===== config.mk =====
export PLATFORM = sky130hd
export DESIGN_NAME = instr_fetch_unit
export DESIGN_NICKNAME = d
export VERILOG_FILES = /design/src/rtl/tsc_pkg.sv /design/src/rtl/instr_fetch_unit.sv
export SDC_FILE = /design/constraint.sdc
export NUM_CORES = 1
export LEC_CHECK = 0
export ABC_AREA = 0
export CAP_MARGIN = 5
export CELL_PAD_IN_SITES_DETAIL_PLACEMENT = 1
export CELL_PAD_IN_SITES_GLOBAL_PLACEMENT = 1
export CORE_UTILIZATION = 32
export DETAILED_ROUTE_END_ITERATION = 6
export PLACE_DENSITY_LB_ADDON = 0.1
export SETUP_SLACK_MARGIN = 0.5
export SLEW_MARGIN = 20
export SYNTH_ARGS = -nofsm -noshare
export SYNTH_HDL_FRONTEND = slang
export SYNTH_SLANG_ARGS = --single-unit

===== constraint.sdc =====
create_clock -name clk -period 6 [get_ports clk]
set_clock_uncertainty 0.15 [all_clocks]
set_input_delay 0.6 -clock clk [delete_from_list [all_inputs] [get_ports clk]]
set_output_delay 0.6 -clock clk [all_outputs]
set_load 0.02 [all_outputs]

===== src/rtl/tsc_pkg.sv =====
// Shared definitions for the TSC CPU fetch path: sequencer states, HLT
// encoding fields and the default machine word width.
package tsc_pkg;

    localparam int WORD = 16;

    localparam logic [3:0] OPCODE_RTYPE = 4'd15;
    localparam logic [5:0] FUNC_HLT     = 6'd29;

    typedef enum logic [2:0] {
        S_IDLE,
        S_FETCH,
        S_ISSUE,
        S_EXEC,
        S_HALT
    } state_t;

endpackage


===== src/rtl/instr_fetch_unit.sv =====
// Instruction fetch/issue sequencer: reads memory at pc, issues the captured word
// as a one-cycle pulse, waits for exec_done, then advances pc. HLT stop is built only with FETCH_HALT_EN.
module instr_fetch_unit
    import tsc_pkg::*;
#(
    parameter int               WORD     = tsc_pkg::WORD,
    parameter logic [WORD-1:0]  PC_RESET = '0
) (
    input  logic            clk,
    input  logic            reset,
    output logic            readM,
    output logic [WORD-1:0] address,
    input  logic [WORD-1:0] data,
    input  logic            inputReady,
    output logic            instr_valid,
    output logic [WORD-1:0] instruction,
    output logic [3:0]      opcode,
    output logic [5:0]      func,
    input  logic            exec_done,
    input  logic            pc_load,
    input  logic [WORD-1:0] next_pc,
    output logic [WORD-1:0] pc,
    output logic [WORD-1:0] num_inst,
    output logic            halted
);

    localparam logic [WORD-1:0] ONE = {{(WORD-1){1'b0}}, 1'b1};

    state_t          r_state;
    logic            r_readM;
    logic            r_instr_valid;
    logic [WORD-1:0] r_instruction;
    logic [WORD-1:0] r_pc;
    logic [WORD-1:0] r_num_inst;

`ifdef FETCH_HALT_EN
    logic r_halted;
    logic w_is_hlt;

    assign w_is_hlt = (r_instruction[15:12] == OPCODE_RTYPE) &&
                      (r_instruction[5:0]   == FUNC_HLT);
`endif

    always_ff @(posedge clk) begin
        if (reset) begin
            r_state       <= S_IDLE;
            r_readM       <= 1'b0;
            r_instr_valid <= 1'b0;
            r_instruction <= '0;
            r_pc          <= PC_RESET;
            r_num_inst    <= '0;
`ifdef FETCH_HALT_EN
            r_halted      <= 1'b0;
`endif
        end else begin
            r_instr_valid <= 1'b0;
            case (r_state)
                S_IDLE: begin
                    r_state <= S_FETCH;
                    r_readM <= 1'b1;
                end
                S_FETCH: begin
                    if (inputReady) begin
                        r_instruction <= data;
                        r_state       <= S_ISSUE;
                        r_readM       <= 1'b0;
                        r_instr_valid <= 1'b1;
                    end
                end
                S_ISSUE: begin
                    r_num_inst <= r_num_inst + ONE;
`ifdef FETCH_HALT_EN
                    if (w_is_hlt) begin
                        r_state  <= S_HALT;
                        r_halted <= 1'b1;
                    end else begin
                        r_state <= S_EXEC;
                    end
`else
                    r_state <= S_EXEC;
`endif
                end
                S_EXEC: begin
                    if (exec_done) begin
                        r_pc    <= pc_load ? next_pc : (r_pc + ONE);
                        r_state <= S_FETCH;
                        r_readM <= 1'b1;
                    end
                end
`ifdef FETCH_HALT_EN
                S_HALT: begin
                    r_state <= S_HALT;
                    r_readM <= 1'b0;
                end
`endif
                default: begin
                    r_state <= S_IDLE;
                    r_readM <= 1'b0;
                end
            endcase
        end
    end

    assign readM       = r_readM;
    assign address     = r_pc;
    assign pc          = r_pc;
    assign instr_valid = r_instr_valid;
    assign instruction = r_instruction;
    assign opcode      = r_instruction[15:12];
    assign func        = r_instruction[5:0];
    assign num_inst    = r_num_inst;

`ifdef FETCH_HALT_EN
    assign halted = r_halted;
`else
    assign halted = 1'b0;
`endif

endmodule


==> results of run 1 <==
==> state kept, by name, indices dropped and copies added, names as in the netlist <==
register     count
readM            1
instr_valid      1
r_state          2
num_inst        16
instruction     16
address         16
==> Yosys cell counts, drive strengths merged, types with 2 or more instances <==
cell type | count | share of area (%)
and3 | 4 | 0.95
nor3 | 5 | 0.95
and4 | 2 | 0.67
mux2i | 5 | 1.9
buf | 29 | 8.0
nand4 | 9 | 2.4
nand2 | 55 | 7.9
dfxtp | 52 | 40
mux2 | 2 | 0.86
o31ai | 4 | 1.1
o21bai | 2 | 0.57
xor2 | 6 | 2.0
nor2 | 26 | 3.7
or3 | 8 | 1.9
nand3 | 14 | 2.9
nor2b | 6 | 1.4
or4 | 3 | 1.0
a211oi | 2 | 0.57
clkbuf | 14 | 2.0
or2 | 3 | 0.71
nor4 | 2 | 0.48
a31oi | 9 | 2.1
a21oi | 27 | 5.1
xnor2 | 5 | 1.7
and2 | 2 | 0.48
nand2b | 2 | 0.48
o21ai | 8 | 1.5
inv | 6 | 0.86
ha | 5 | 2.4
o211ai | 3 | 0.86
==> critical path: stages <==
cell	delay, ns
clkdlybuf4s50_1	0.59
and2_0	0.66
nand2_1	0.19
o311ai_0	0.40
a31oi_1	0.14
==> power groups by stage <==
stage	Sequential, W	Combinational, W	Clock (W)
after floorplan	0.000402	0.0000808	0
after global placement	0.000386	0.000167	0
after detailed placement	0.000388	0.000169	0
after CTS	0.000380	0.000171	0.000257
after global routing	0.000382	0.000183	0.000271
final	0.000379	0.000168	0.000244
==> layout by cell type, fill, tap and decap left out, types with 5 or more instances in the layout <==
cell type | Yosys | final
clkdlybuf4s50_1 | 0 | 110
nand2_1 | 55 | 55
dfxtp_1 | 52 | 52
a21oi_1 | 27 | 27
nor2_1 | 26 | 26
nand3_1 | 13 | 13
a31oi_1 | 9 | 9
nand4_1 | 8 | 8
o21ai_0 | 8 | 8
or3_1 | 8 | 8
inv_1 | 6 | 6
nor2b_1 | 6 | 6
xor2_1 | 6 | 6
xnor2_1 | 5 | 5
nor3_1 | 5 | 5
mux2i_1 | 5 | 5
ha_1 | 5 | 5
clkbuf_8 | 0 | 5
==> area by class of cell <==
class                           instances  area, um2
Multi-Input combinational cell        228       1300
Tap cell                              102        128
Sequential cell                        52       1040
Fill cell                             938       4130
Clock inverter                          3       42.5
Clock buffer                            5       68.8
Inverter                                6       22.5
Timing Repair Buffer                  112       1110
==> worst min-delay path by stage <==
stage | to | slack [ns]
final | instruction[11] | 0.31
after global routing | instruction[8] | 0.35
after CTS | instruction[11] | 0.31
after floorplan | r_state[1] | 0.34
after detailed placement | instruction[11] | 0.30
after global placement | instruction[11] | 0.29
==> layer usage <==
| metal | GRT usage (%) | up-vias |
|---|---|---|
| met5 | 0 | - |
| met3 | 5.58 | 7 |
| met1 | 22.1 | 1199 |
| met4 | 4.23 | 0 |
| met2 | 29.3 | 80 |
| li1 | - | 1260 |
==> kinds of logic (layout without fill, tap and decap cells) <==
group / Yosys count / in the layout / synth area share [%]
other: 1 / 1 / 0.143
AO/OA/AOI/OAI: 62 / 62 / 14.4
AND/OR/NAND/NOR: 142 / 142 / 26.1
multiplexers: 7 / 7 / 2.76
adder cells (fa/ha/maj): 5 / 5 / 2.38
buffers and inverters: 49 / 126 / 10.9
XOR/XNOR: 11 / 11 / 3.67
flip-flops: 52 / 52 / 39.6
==> stage by stage <==
stage / std cells / setup slack (ns) / hold WS [ns] / util (%) / power (W)
2_1_floorplan: 329 / 3.90 / 0.337 / - / 0.000483
3_3_place_gp: 500 / 3.02 / 0.292 / 46.0 / 0.000554
3_5_place_dp: 500 / 2.99 / 0.301 / 46.0 / 0.000557
4_1_cts: 508 / 3.32 / 0.312 / 47.4 / 0.000808
5_1_grt: 508 / 3.24 / 0.350 / 47.3 / 0.000837
6_report: 508 / 3.42 / 0.307 / 47.3 / 0.000791
==> results.tsv, run 1 <==
metric	value	unit
power.internal	0.000568	W
ant_nets	0	
cts.hold.buffers_added	0	
crit_type	primary input to flop	
core_region_area	0.00785	mm2
tns	0	ns
cts.repair.resized	0	
hold_depth	2	
synth-async-reset-ratio	0	%
rows	32	
crit_end	address[8]	
clkPwrFrac	30.9	%
wire_per_inst	14.5	um
layout-drive-gt1-share	4.43	%
grt_max_degree	56	
grt_first_pass_wirelength	12.1	mm
dr_wl_met2	3.44	mm
worst_pin_slew	1.03	ns
post_cts_buffers	0	
rrSetupSlack	3.67	ns
fp.dieH	92.6	um
reg2reg_to	address[8]	
antenna_cells	0	
dieArea	0.00858	mm2
post-route-min-period	2.58	ns
wl_met1	3.31	mm
start_util	33.5	%
dpl.hpwl	5.25	mm
highest_layer	met4	
critPathCaptureType	flop	
ctsLongestPathBuffers	2	
p_comb_share	21.2	%
grt_pass1_vias	2528	
cts_htree_levels	2	
vdd_drop_max	0.120	mV
nNetsFinal	447	
ys.flop_type	dfxtp_1	
hold_path_class	flop to flop	
cp_max_fo	14	
required	6.00	ns
slew-limit-headroom	31.3	%
maxSlewViolCount	0	
min_from	instruction[11]	
synthDistinctLibCells	46	
postSynthAreaPerCell	7.99	um2
p_leak	1.25	nW
yosys_warnings	0	
insertion_delay	0.30	ns
ys_ff_latch	52	
swShare	28.2	%
drc	0	
seq_power_share	47.9	%
numCtsBuffers	5	
setup_viol	0	
switchingPower	0.000223	W
first_iter_violations	54	
postPlaceCellArea	0.00361	mm2
vias	2546	
synth-edff-count	0	
syn_nets	371	
clkTransAtPathRegs	0.10	ns
tritoncts	done	
final_hold_viol_count	0	
syn_area	0.00263	mm2
wl_met3	518	um
yosysSeqAreaShare	39.6	%
drtPass1Iterations	4	
finalWeightedCongestion	0.740	
cp.arrival	2.58	ns
syn2layout_area_growth	41.3	%
overflow	0	
fin_crit_sh	42.9	%
r2r_cells	5	
cts.sinks	52	
critPathLaunchType	primary input	
final_cell_area	0.00371	mm2
synthCells	329	
crit_start	exec_done	
rsz0062_at_grt	no	
max_freq	388	MHz
cap_violations	0	
pin_count	114	
power_density	213	mW/mm2
status	finished, final reports clean	
io_buffers	112	
antenna_found_initial	0	
globalRouteTotalUtil	17.6	%
via_per_inst	5.01	
root_buffer	clkbuf_8	
drt_wl_total	7.34	mm
die_w	92.6	um
r2r-start	r_state[1]	
Note: power is estimated with default switching activity, not from simulation.
==> run 2: changes to the inputs <==
--- a/config.mk
+++ b/config.mk
@@ -9,7 +9,7 @@
 export CAP_MARGIN = 5
 export CELL_PAD_IN_SITES_DETAIL_PLACEMENT = 1
 export CELL_PAD_IN_SITES_GLOBAL_PLACEMENT = 1
-export CORE_UTILIZATION = 32
+export CORE_UTILIZATION = 27
 export DETAILED_ROUTE_END_ITERATION = 6
 export PLACE_DENSITY_LB_ADDON = 0.1
 export SETUP_SLACK_MARGIN = 0.5
==> constraint.sdc (replaced) <==
create_clock -name clk -period 2.25 [get_ports clk]
set_clock_uncertainty 0.15 [all_clocks]
set_input_delay 0.225 -clock clk [delete_from_list [all_inputs] [get_ports clk]]
set_output_delay 0.225 -clock clk [all_outputs]
set_load 0.02 [all_outputs]
==> run 2 against run 1 <==
Effect of this change: first-iteration DRC count rose by 76%; final area grew 9.0%; via count is 2.6% higher; sequential power grew to 2.7 times the previous value; die area up 18%; clock-buffer cell count increased by 2; wire length increased by 5.0%; non-clock buffer count increased by 24; global-route usage is 2.0 points lower; core utilization fell by 3.9 points; worst hold slack got worse by 0.089 ns; critical path type is now flop to flop; highest routed layer unchanged.
==> results.tsv, run 2 (same netlist as run 1, synthesis figures left out) <==
metric	value	unit	change
cts_htree_levels	2		unchanged
insertion_delay	0.31	ns	about the same
r2r_cells	5		unchanged
postPlaceCellArea	0.00375	mm2	+4.0%
start_util	28.2	%	-5.3 points
required	2.33	ns	-3.67 ns
rows	35		+9.4%
switchingPower	0.000612	W	+170%
final_cell_mix	72 x clkdlybuf4s50_1, 53 x nand2_1, 41 x dfxtp_1		
root_buffer	clkbuf_8		
ctsLongestPathBuffers	2		unchanged
grt_max_degree	35		-38%
overflow	0		unchanged
grt_first_pass_wirelength	12.6	mm	+3.9%
layout-drive-gt1-share	14.7	%	+10 points
final_common_cell	clkdlybuf4s50_1		
max_freq	558	MHz	
fin_crit_sh	79.6	%	
cts.hold.buffers_added	0		unchanged
vdd_drop_max	0.239	mV	+100%
final_hold_viol_count	0		unchanged
syn2layout_area_growth	54.1	%	
antenna_found_initial	0		unchanged
die_w	101	um	+8.7%
rsz0062_at_grt	yes		
seq_power_share	48.9	%	+1.0 points
ant_nets	0		unchanged
drt_wl_total	7.71	mm	+5.0%
post-route-min-period	1.79	ns	
drtPass1Iterations	4		unchanged
critPathLaunchType	flop		
fill_cells	1126		+20%
maxSlewViolCount	0		unchanged
dieArea	0.0101	mm2	+18%
status	finished, final reports clean		
final_cell_area	0.00405	mm2	+9.0%
critPathCaptureType	flop		
power.internal	0.00147	W	+160%
wire_per_inst	13.8	um	-4.6%
p_leak	1.75	nW	+41%
finalWeightedCongestion	0.761		+2.9%
cp_max_fo	4		-10
path_cells	ha_4 > nand4_1 > or4_4 > or3_1 > a31oi_1		
cp.arrival	1.87	ns	-0.71 ns
cap_violations	0		unchanged
nNetsFinal	471		+5.4%
rrSetupSlack	0.46	ns	-3.21 ns
swShare	29.4	%	+1.2 points
hold_path_class	primary input to flop		
setup_viol	0		unchanged
antenna_cells	0		unchanged
core_region_area	0.00933	mm2	+19%
tritoncts	done		
p_comb_share	23.7	%	+2.5 points
drc	0		unchanged
grt_pass1_vias	2609		+3.2%
pin_count	114		unchanged
globalRouteTotalUtil	15.7	%	-2.0 points
power_density	514	mW/mm2	+140%
cts.sinks	52		unchanged
first_iter_violations	95		+76%
tns	0	ns	unchanged
via_per_inst	4.67		-6.7%
crit_end	address[10]		
io_buffers	112		unchanged
max_stage_delay	0.45	ns	-0.21 ns
clkTransAtPathRegs	0.10	ns	about the same
fp.dieH	101	um	+8.7%
dpl.hpwl	5.37	mm	+2.2%
clkPwrFrac	27.4	%	-3.5 points
numCtsBuffers	5		unchanged
vias	2613		+2.6%
critPathSlowestCell	or4_4		
r2r-start	r_state[1]		
crit_start	r_state[1]		
crit_type	flop to flop		
reg2reg_to	address[10]		
==> run 2: cell types whose count changed in the layout (fill, tap and decap cells not counted), moves of 6 or more <==
cell,before,now
dlygate4sd2_1,0,25
clkdlybuf4s50_1,110,72
dfxtp_2,0,6
dfxtp_1,52,41
dlymetal6s2s_1,0,14
buf_4,0,22
==> run 2: area by class of cell <==
type | instances | area, um2 | area share, %
clock buffers | 7 | 86.3 | 2.13
repair buffers | 136 | 1320 | 32.5
flip-flops and latches | 52 | 1070 | 26.4
inverters | 6 | 22.5 | 0.556
multi-input cells | 228 | 1390 | 34.3
clock inverters | 1 | 7.51 | 0.185
well taps | 129 | 161 | 3.99
==> run 2: worst min path at each step <==
stage                         startpoint         endpoint  slack (ns)  depth (start not counted)
after CTS                          reset       address[2]        0.21                          2
after detailed placement  instruction[6]   instruction[6]        0.30                          2
final                              reset       address[2]        0.22                          2
after global placement    instruction[7]   instruction[7]        0.29                          2
after global routing               reset       address[2]        0.25                          2
after floorplan                 data[10]  instruction[10]        0.21                          2
==> run 2: power groups by stage <==
stage / Combinational [W] / Sequential, W / Clock [W]
global route: 0.000540 / 0.00103 / 0.000635
CTS: 0.000484 / 0.00102 / 0.000604
detailed placement: 0.000476 / 0.00104 / 0
global placement: 0.000471 / 0.00104 / 0
floorplan: 0.000226 / 0.00108 / 0
finish: 0.000492 / 0.00102 / 0.000570
==> run 2: critical path: cells and delay by family, from the launching register on <==
family / cells / cell delay [ns]
and+or+nand+nor: 3 / 0.90
DFF: 1 / 0.40
adders and majority gates: 1 / 0.14
AOI/OAI and AO/OA: 1 / 0.12
==> run 2: stage by stage <==
stage / total power, W / cells / worst slack [ns] / utilization [%] / hold WS [ns]
after floorplan: 0.00130 / 329 / 0.424 / - / 0.211
after global placement: 0.00151 / 533 / 0.222 / 40.2 / 0.293
after CTS: 0.00211 / 553 / 0.446 / 42.2 / 0.214
after detailed placement: 0.00151 / 533 / 0.204 / 40.2 / 0.302
after global routing: 0.00220 / 559 / 0.360 / 43.4 / 0.249
final: 0.00208 / 559 / 0.458 / 43.4 / 0.218
==> run 2: routing by layer <==
layer	GRT usage, %	up-vias	wire length (um)	share of wire [%]
li1	-	1307	-	-
met1	20.3	1241	3600	47
met2	26.3	61	3680	48
met3	3.68	4	391	5.1
met4	3.68	0	37	0.48
met5	0	-	0	0
==> run 2: timing repair <==
| action | in CTS | in global routing |
|---|---|---|
| setup buffers | 12 | 6 |
| gates resized for setup | 34 | 24 |
| endpoints found under the setup margin | 35 | 43 |
| pin swaps | 7 | 5 |
==> run 3: changes to the inputs <==
--- a/config.mk
+++ b/config.mk
@@ -9,7 +9,7 @@
 export CAP_MARGIN = 5
 export CELL_PAD_IN_SITES_DETAIL_PLACEMENT = 1
 export CELL_PAD_IN_SITES_GLOBAL_PLACEMENT = 1
-export CORE_UTILIZATION = 27
+export CORE_UTILIZATION = 30
 export DETAILED_ROUTE_END_ITERATION = 6
 export PLACE_DENSITY_LB_ADDON = 0.1
 export SETUP_SLACK_MARGIN = 0.5
==> constraint.sdc (replaced) <==
create_clock -name clk -period 1.8 [get_ports clk]
set_clock_uncertainty 0.15 [all_clocks]
set_input_delay 0.18 -clock clk [delete_from_list [all_inputs] [get_ports clk]]
set_output_delay 0.18 -clock clk [all_outputs]
set_load 0.02 [all_outputs]
==> run 3 against run 2 <==
Effect of this change: the run now ends with setup timing left; combinational power up 66%; maximum frequency down 2.4%; non-clock buffer count up 30; critical path depth unchanged; flip-flop and latch count unchanged; worst hold slack worse by 0.021 ns; final area up 13%; core utilization up 11 points; critical endpoint unchanged; highest routed layer unchanged.
==> results.tsv, run 3 (same netlist as run 1, synthesis figures left out) <==
metric	value	unit	change
r2r-start	address[0]		
antenna_cells	0		unchanged
max_freq	545	MHz	-2.4%
required	1.88	ns	-0.45 ns
holdWs	0.197	ns	-0.0212 ns
crit_type	flop to flop		
first_iter_violations	46		-52%
vdd_drop_max	0.343	mV	+43%
rows	33		-5.7%
pin_count	114		unchanged
status	finished, violations left		
clkTransAtPathRegs	0.10	ns	about the same
insertion_delay	0.30	ns	about the same
drc	0		unchanged
setup_slack	-0.0352	ns	-0.494 ns
nNetsFinal	502		+6.6%
final_cell_area	0.00456	mm2	+13%
p_leak	1.91	nW	+9.3%
ant_nets	0		unchanged
violations	setup timing		
cts.hold.buffers_added	0		unchanged
grt_max_degree	25		-29%
critPathLaunchType	flop		
drtPass1Iterations	4		unchanged
grt_pass1_vias	2844		+9.0%
grt_first_pass_wirelength	13.6	mm	+8.2%
io_buffers	112		unchanged
hold_depth	2		unchanged
power_density	629	mW/mm2	+22%
cp_max_fo	4		unchanged
final_common_cell	buf_2		
overflow	0		unchanged
maxSlewViolCount	0		unchanged
min_from	reset		
tritoncts	done		
ctsLongestPathBuffers	2		unchanged
setup_viol	1		+1
layout-drive-gt1-share	56.2	%	+42 points
die_w	95.6	um	-5.0%
finalPower	0.00287	W	+38%
wire_per_inst	15.6	um	+13%
crit_start	address[0]		
critPathCaptureType	flop		
syn2layout_area_growth	73.4	%	
finalWeightedCongestion	0.775		+1.9%
start_util	31.5	%	+3.3 points
rsz0062_at_grt	yes		
final_hold_viol_count	0		unchanged
core_region_area	0.00834	mm2	-11%
drt_wl_total	8.83	mm	+15%
post-route-min-period	1.84	ns	+0.0436 ns
via_per_inst	4.95		+5.8%
dpl.hpwl	5.82	mm	+8.3%
antenna_found_initial	0		unchanged
root_buffer	clkbuf_8		
vias	2799		+7.1%
fin_crit_sh	102	%	+22 points
cts.sinks	52		unchanged
fp.dieH	95.6	um	-5.0%
globalRouteTotalUtil	19.1	%	+3.5 points
numCtsBuffers	5		unchanged
final_cell_mix	52 x buf_2, 37 x buf_6, 34 x clkdlybuf4s50_1		
postPlaceCellArea	0.00405	mm2	+7.9%
cp.arrival	1.92	ns	+0.05 ns
cap_violations	0		unchanged
dieArea	0.00914	mm2	-9.8%
r2r_cells	5		unchanged
cts_htree_levels	2		unchanged
hold_path_class	primary input to flop		
run 3: what timing repair did:
action                     in CTS  in global routing
pin swaps                      28                 29
gates cloned                    3                  0
setup endpoints to repair     127                107
hold endpoints to repair        0                  0
setup buffers                  11                  8
resized for setup             355                118
run 3: cell type report:
type	count	area, um2
repair buffers	166	1400
clock buffers	7	97.6
clock inverters	1	8.76
well taps	105	131
fillers	974	3780
multi-input cells	229	1780
inverters	6	27.5
flip-flops and latches	52	1110
run 3: final timing paths:
check / slack [ns] / to
setup / recovery: -0.04 / address[10]
hold / removal: 0.20 / address[2]
setup reg to reg: -0.04 / address[10]
hold reg to reg: 0.32 / instruction[0]
run 3: worst max-delay path, stage by stage, from the launching register on:
cell     delay, ns
dfxtp_4       0.39
ha_4          0.16
nand3_4       0.10
or4_4         0.50
or3_1         0.33
a31oi_1       0.14
run 3: power by group:
group / switching, W / internal (W)
clock network: 0.000408 / 0.000365
logic: 0.000413 / 0.000406
registers: 0.0000655 / 0.00121
run 3: metal layers:
metal,track usage [%],routed length (um)
met3,4.63,488
met5,0,0
met4,4.35,70
met2,34.6,4590
met1,22.6,3680
run 3: stage by stage:
stage / TNS [ns] / utilization (%) / instances / worst slack [ns]
2_1_floorplan: -0.0200 / - / 329 / -0.0200
3_3_place_gp: -0.460 / 48.5 / 536 / -0.154
3_5_place_dp: -0.627 / 48.5 / 536 / -0.210
4_1_cts: -0.0410 / 52.6 / 558 / -0.0294
5_1_grt: -0.434 / 54.6 / 566 / -0.105
6_report: -0.0352 / 54.6 / 566 / -0.0352
